==> config.mk <==
export PLATFORM = sky130hd
export DESIGN_NAME = stopwatch_counter
export DESIGN_NICKNAME = d
export VERILOG_FILES = /design/src/rtl/stopwatch_counter.sv
export SDC_FILE = /design/constraint.sdc
export NUM_CORES = 1
export LEC_CHECK = 0
export CAP_MARGIN = 0
export CORE_MARGIN = 3
export CORE_UTILIZATION = 30
export CTS_BUF_LIST = sky130_fd_sc_hd__clkbuf_8
export DETAILED_ROUTE_END_ITERATION = 8
export PLACE_DENSITY = 0.58
export SLEW_MARGIN = 20
export SYNTH_ARGS = -nofsm -noshare
export SYNTH_HDL_FRONTEND = slang
export SYNTH_SLANG_ARGS = --single-unit
==> constraint.sdc <==
create_clock -name clk -period 2.58 [get_ports clk]
set_clock_uncertainty 0.15 [all_clocks]
set_input_delay 0.516 -clock clk [delete_from_list [all_inputs] [get_ports clk]]
set_output_delay 0.516 -clock clk [all_outputs]
set_load 0.03 [all_outputs]
==> src/rtl/stopwatch_counter.sv <==
// Stopwatch time base and mm:ss.cc BCD accumulator.
// Driven by the 2-bit mode code from the stopwatch control FSM.
module stopwatch_counter #(
  parameter int TICK_DIV = 1000000
) (
  input  logic        clk,
  input  logic        reset,
  input  logic [1:0]  en,
  output logic [23:0] bcd,
  output logic        tick,
  output logic        wrap,
  output logic        running
);

  localparam int PW = $clog2(TICK_DIV);
  // Per-digit maxima, packed like bcd: mm:ss.cc
  localparam logic [23:0] LIM = 24'h595999;

  logic [PW-1:0] psc;
  logic [23:0]   digits;
  logic [23:0]   nxt;
  logic          carry;
  logic          tick_now;
  logic          cnt_mode;
  logic          hold_mode;

  assign bcd       = digits;
  assign tick_now  = (psc == PW'(TICK_DIV - 1));
  assign cnt_mode  = (en == 2'b01);
  assign hold_mode = (en == 2'b10);

  // Whole carry chain settles in one cycle
  always_comb begin
    nxt   = digits;
    carry = 1'b1;
    for (int i = 0; i < 6; i++) begin
      if (carry) begin
        if (digits[4*i +: 4] == LIM[4*i +: 4]) begin
          nxt[4*i +: 4] = 4'd0;
        end else begin
          nxt[4*i +: 4] = digits[4*i +: 4] + 4'd1;
          carry         = 1'b0;
        end
      end
    end
  end

  always_ff @(posedge clk or negedge reset) begin
    if (!reset) begin
      psc     <= '0;
      digits  <= '0;
      tick    <= 1'b0;
      wrap    <= 1'b0;
      running <= 1'b0;
    end else begin
      running <= cnt_mode;
      unique case (1'b1)
        cnt_mode: begin
          if (tick_now) begin
            psc    <= '0;
            digits <= nxt;
            tick   <= 1'b1;
            wrap   <= carry;
          end else begin
            psc  <= psc + 1'b1;
            tick <= 1'b0;
            wrap <= 1'b0;
          end
        end
        hold_mode: begin
          tick <= 1'b0;
          wrap <= 1'b0;
        end
        default: begin
          psc    <= '0;
          digits <= '0;
          tick   <= 1'b0;
          wrap   <= 1'b0;
        end
      endcase
    end
  end

endmodule

==> run_results.csv <==
group,metric,value,unit
global_route,grt_busiest_layer,"met2",
placement,portBuffers,30,
floorplanning,rows,34,
critical_path,worstPathArrival,2.43,ns
routing,ant_nets,0,
critical_path,ff2ff_path_depth,5,
cells_and_area,area_growth,22.7,%
critical_path,crit_slowest_cell,"or4_4",
timing,worst_slew_pin_slew,0.559,ns
cells_and_area,nFillCells,913,
timing,drv_slew,0,
yosys,synth.distinct_cells,49,
clock_tree,cts_tree,"yes",
floorplanning,die-area,10600,um2
routing,num_vias,2485,
clock_tree,cts.clk_slew.worst_paths,0.08,ns
yosys,postSynthAreaPerCell,9.17,um2
routing,dr.pass1.iters,4,
placement,gp_congestion,0.821,
clock_tree,cts_resized,0,
clock_tree,cts_buffer_depth,2,
timing,fin_setup_tns,0,ns
yosys,synthesis.nets,324,
global_route,gr-usage-met1,0.188,
timing,hold_viol_final,0,
routing,routed_wl,6690,um
routing,drt_iter0_markers,100,
yosys,yosysWarnings,0,
timing,fmax,419,MHz
timing,period_share,0.925,
cells_and_area,mostFrequentLayoutCells,"47 x dfrtp_1, 35 x o21ai_0, 30 x nand2_1",
cells_and_area,final_common_cell,"dfrtp_1",
yosys,synthArstFlopShare,1.00,
yosys,seq_area_frac_synth,0.418,
routing,post-route-drc-count,0,
yosys,synth_area_leaders,"dfrtp_1 42%, o21ai_0 6.2%, ha_1 5.8%",
critical_path,cp_max_fo,5,
cells_and_area,insertedDiodeCount,0,
placement,hpwlAfterDp,4920,um
cells_and_area,nets,373,
routing,via_per_inst,5.37,
yosys,synth_seq_cells,47,
clock_tree,numCtsBuffers,5,
cells_and_area,drive_above_1_share,0.121,
global_route,use_met2,0.219,
clock_tree,cts.sinks,47,
critical_path,path_cells,"or4_4 > nor4_4 > nand3_4 > or3_4 > o41ai_2",
routing,wl_per_cell,14.4,um
critical_path,critical_path_class,"flop to flop",
critical_path,max_stage_delay,0.57,ns
timing,fin_crit,2.39,ns
power_and_ir_drop,p_per_area,380,nW/um2
yosys,syn_area,2810,um2
timing,rsz0062_at_grt,"no",
yosys,yosysTopAreaCellShare,0.418,
run_status,status,"completed",
global_route,antenna_found_initial,0,
power_and_ir_drop,power_leakage,1.44,nW
timing,max_slew_margin,0.627,
timing,finalSetupViolations,0,
critical_path,rr_endpoint,"bcd[23]$_DFFE_PN0P_",
clock_tree,ctsRootBufferMaster,"clkbuf_8",
critical_path,critPathLaunchType,"flop",
timing,final.setup.worst_slack,0.193,ns
floorplanning,start_util,0.315,
flow_run,max-cap-violations,0,
hold_path,hp-class,"input port to async pin",
global_route,overflow,0,
yosys,synthFlopType,"dfrtp_1",
critical_path,cp.required,2.63,ns
clock_tree,insertion_delay,0.29,ns
critical_path,cp-end-kind,"flop",
global_route,use_met3,0.0257,
global_route,grt_pass1_vias,2349,
floorplanning,die_h,103,um
clock_tree,htree_levels,2,
power_and_ir_drop,vdd_drop_max,0.000161,V
critical_path,reg2reg_slack,0.19,ns
floorplanning,dieWidth,103,um
global_route,track_usage,0.138,
yosys,synth-edff-count,0,
global_route,grt_pass1_wl,11600,um
floorplanning,core,8930,um2
yosys,synthCells,307,
floorplanning,pin_count,31,
global_route,grt_start_max_net_pins,26,
yosys,synth_top_cell_by_area,"dfrtp_1",
placement,pre_cts_ws,0.127,ns
critical_path,crit-reg2reg-launch,"psc[10]$_DFFE_PN0P_",
-- cell families after synthesis --
group                    after synthesis  share of synthesized area
AO/OA/AOI/OAI                         93                      0.210
XOR/XNOR                               1                    0.00311
adder cells (fa/ha/maj)               13                     0.0578
buffers and inverters                 28                     0.0440
flip-flops                            47                      0.418
multiplexers                           4                     0.0151
AND/OR/NAND/NOR                      121                      0.252
-- Yosys cell counts (5+ instances only) --
cell	instances
or3_1	5
a41oi_1	5
nor3_1	7
nand3b_1	5
nor2_1	12
a21oi_1	12
nand2_1	30
clkbuf_1	8
dfrtp_1	47
o41ai_1	5
inv_1	15
o21ai_0	35
nand4_1	9
nand3_1	19
nand2b_1	5
a31oi_1	15
o31ai_1	7
ha_1	13
nor4_1	5
-- through the flow --
step            util  hold slack (ns)  cell area (um2)  power [W]  cells
2_1_floorplan      -           0.0704             2810   0.000848    307
3_3_place_gp   0.378            0.358             3370   0.000919    456
3_5_place_dp   0.378            0.362             3370   0.000921    456
4_1_cts        0.386           0.0703             3450    0.00134    462
5_1_grt        0.387           0.0815             3450    0.00139    463
6_report       0.387           0.0536             3450    0.00131    463
-- timing repair --
item                       in CTS  in global routing
setup endpoints to repair       0                  1
buffers inserted                0                  1
hold buffers                    0                  0
-- metal layers --
metal	routed length, um	up-vias
li1	-	1254
met1	3280	1187
met2	3060	36
met3	242	8
met4	99	0
met5	0	-
-- power breakdown --
group	switching (W)	internal (W)	leakage (nW)
registers	0.0000137	0.000745	0.652
logic	0.0000903	0.0000541	0.748
clock network	0.000230	0.000177	0.0413
-- worst max-delay path by stage --
stage / to / slack [ns] / start / depth (start not counted)
2_1_floorplan: bcd[17]$_DFFE_PN0P_ / 0.29 / bcd[0]$_DFFE_PN0P_ / 5
3_3_place_gp: bcd[23]$_DFFE_PN0P_ / 0.16 / en[1] / 7
3_5_place_dp: bcd[23]$_DFFE_PN0P_ / 0.13 / en[1] / 7
4_1_cts: bcd[14]$_DFFE_PN0P_ / 0.16 / psc[10]$_DFFE_PN0P_ / 5
5_1_grt: bcd[11]$_DFFE_PN0P_ / 0.01 / psc[0]$_DFFE_PN0P_ / 6
6_report: bcd[23]$_DFFE_PN0P_ / 0.19 / psc[10]$_DFFE_PN0P_ / 5
-- critical path, delay by kind of cell (launching register included) --
kind | cells | cell delay, ns
AND/OR/NAND/NOR | 4 | 1.46
AO/OA/AOI/OAI | 1 | 0.27
flip-flops | 1 | 0.42
-- sequential cells by signal (all words and copies together) (netlist names) --
register / cells
bcd: 24
psc: 20
running: 1
tick: 1
wrap: 1
-- final cells by class --
class	count	area [um2]	share of cell area
Sequential cell	47	1180	0.341
Tap cell	108	135	0.0391
Multi-Input combinational cell	232	1520	0.439
Inverter	15	56.3	0.0163
Clock inverter	1	3.75	0.00109
Timing Repair Buffer	55	495	0.143
Clock buffer	5	68.8	0.0199
(Power assumes the default switching activity.)
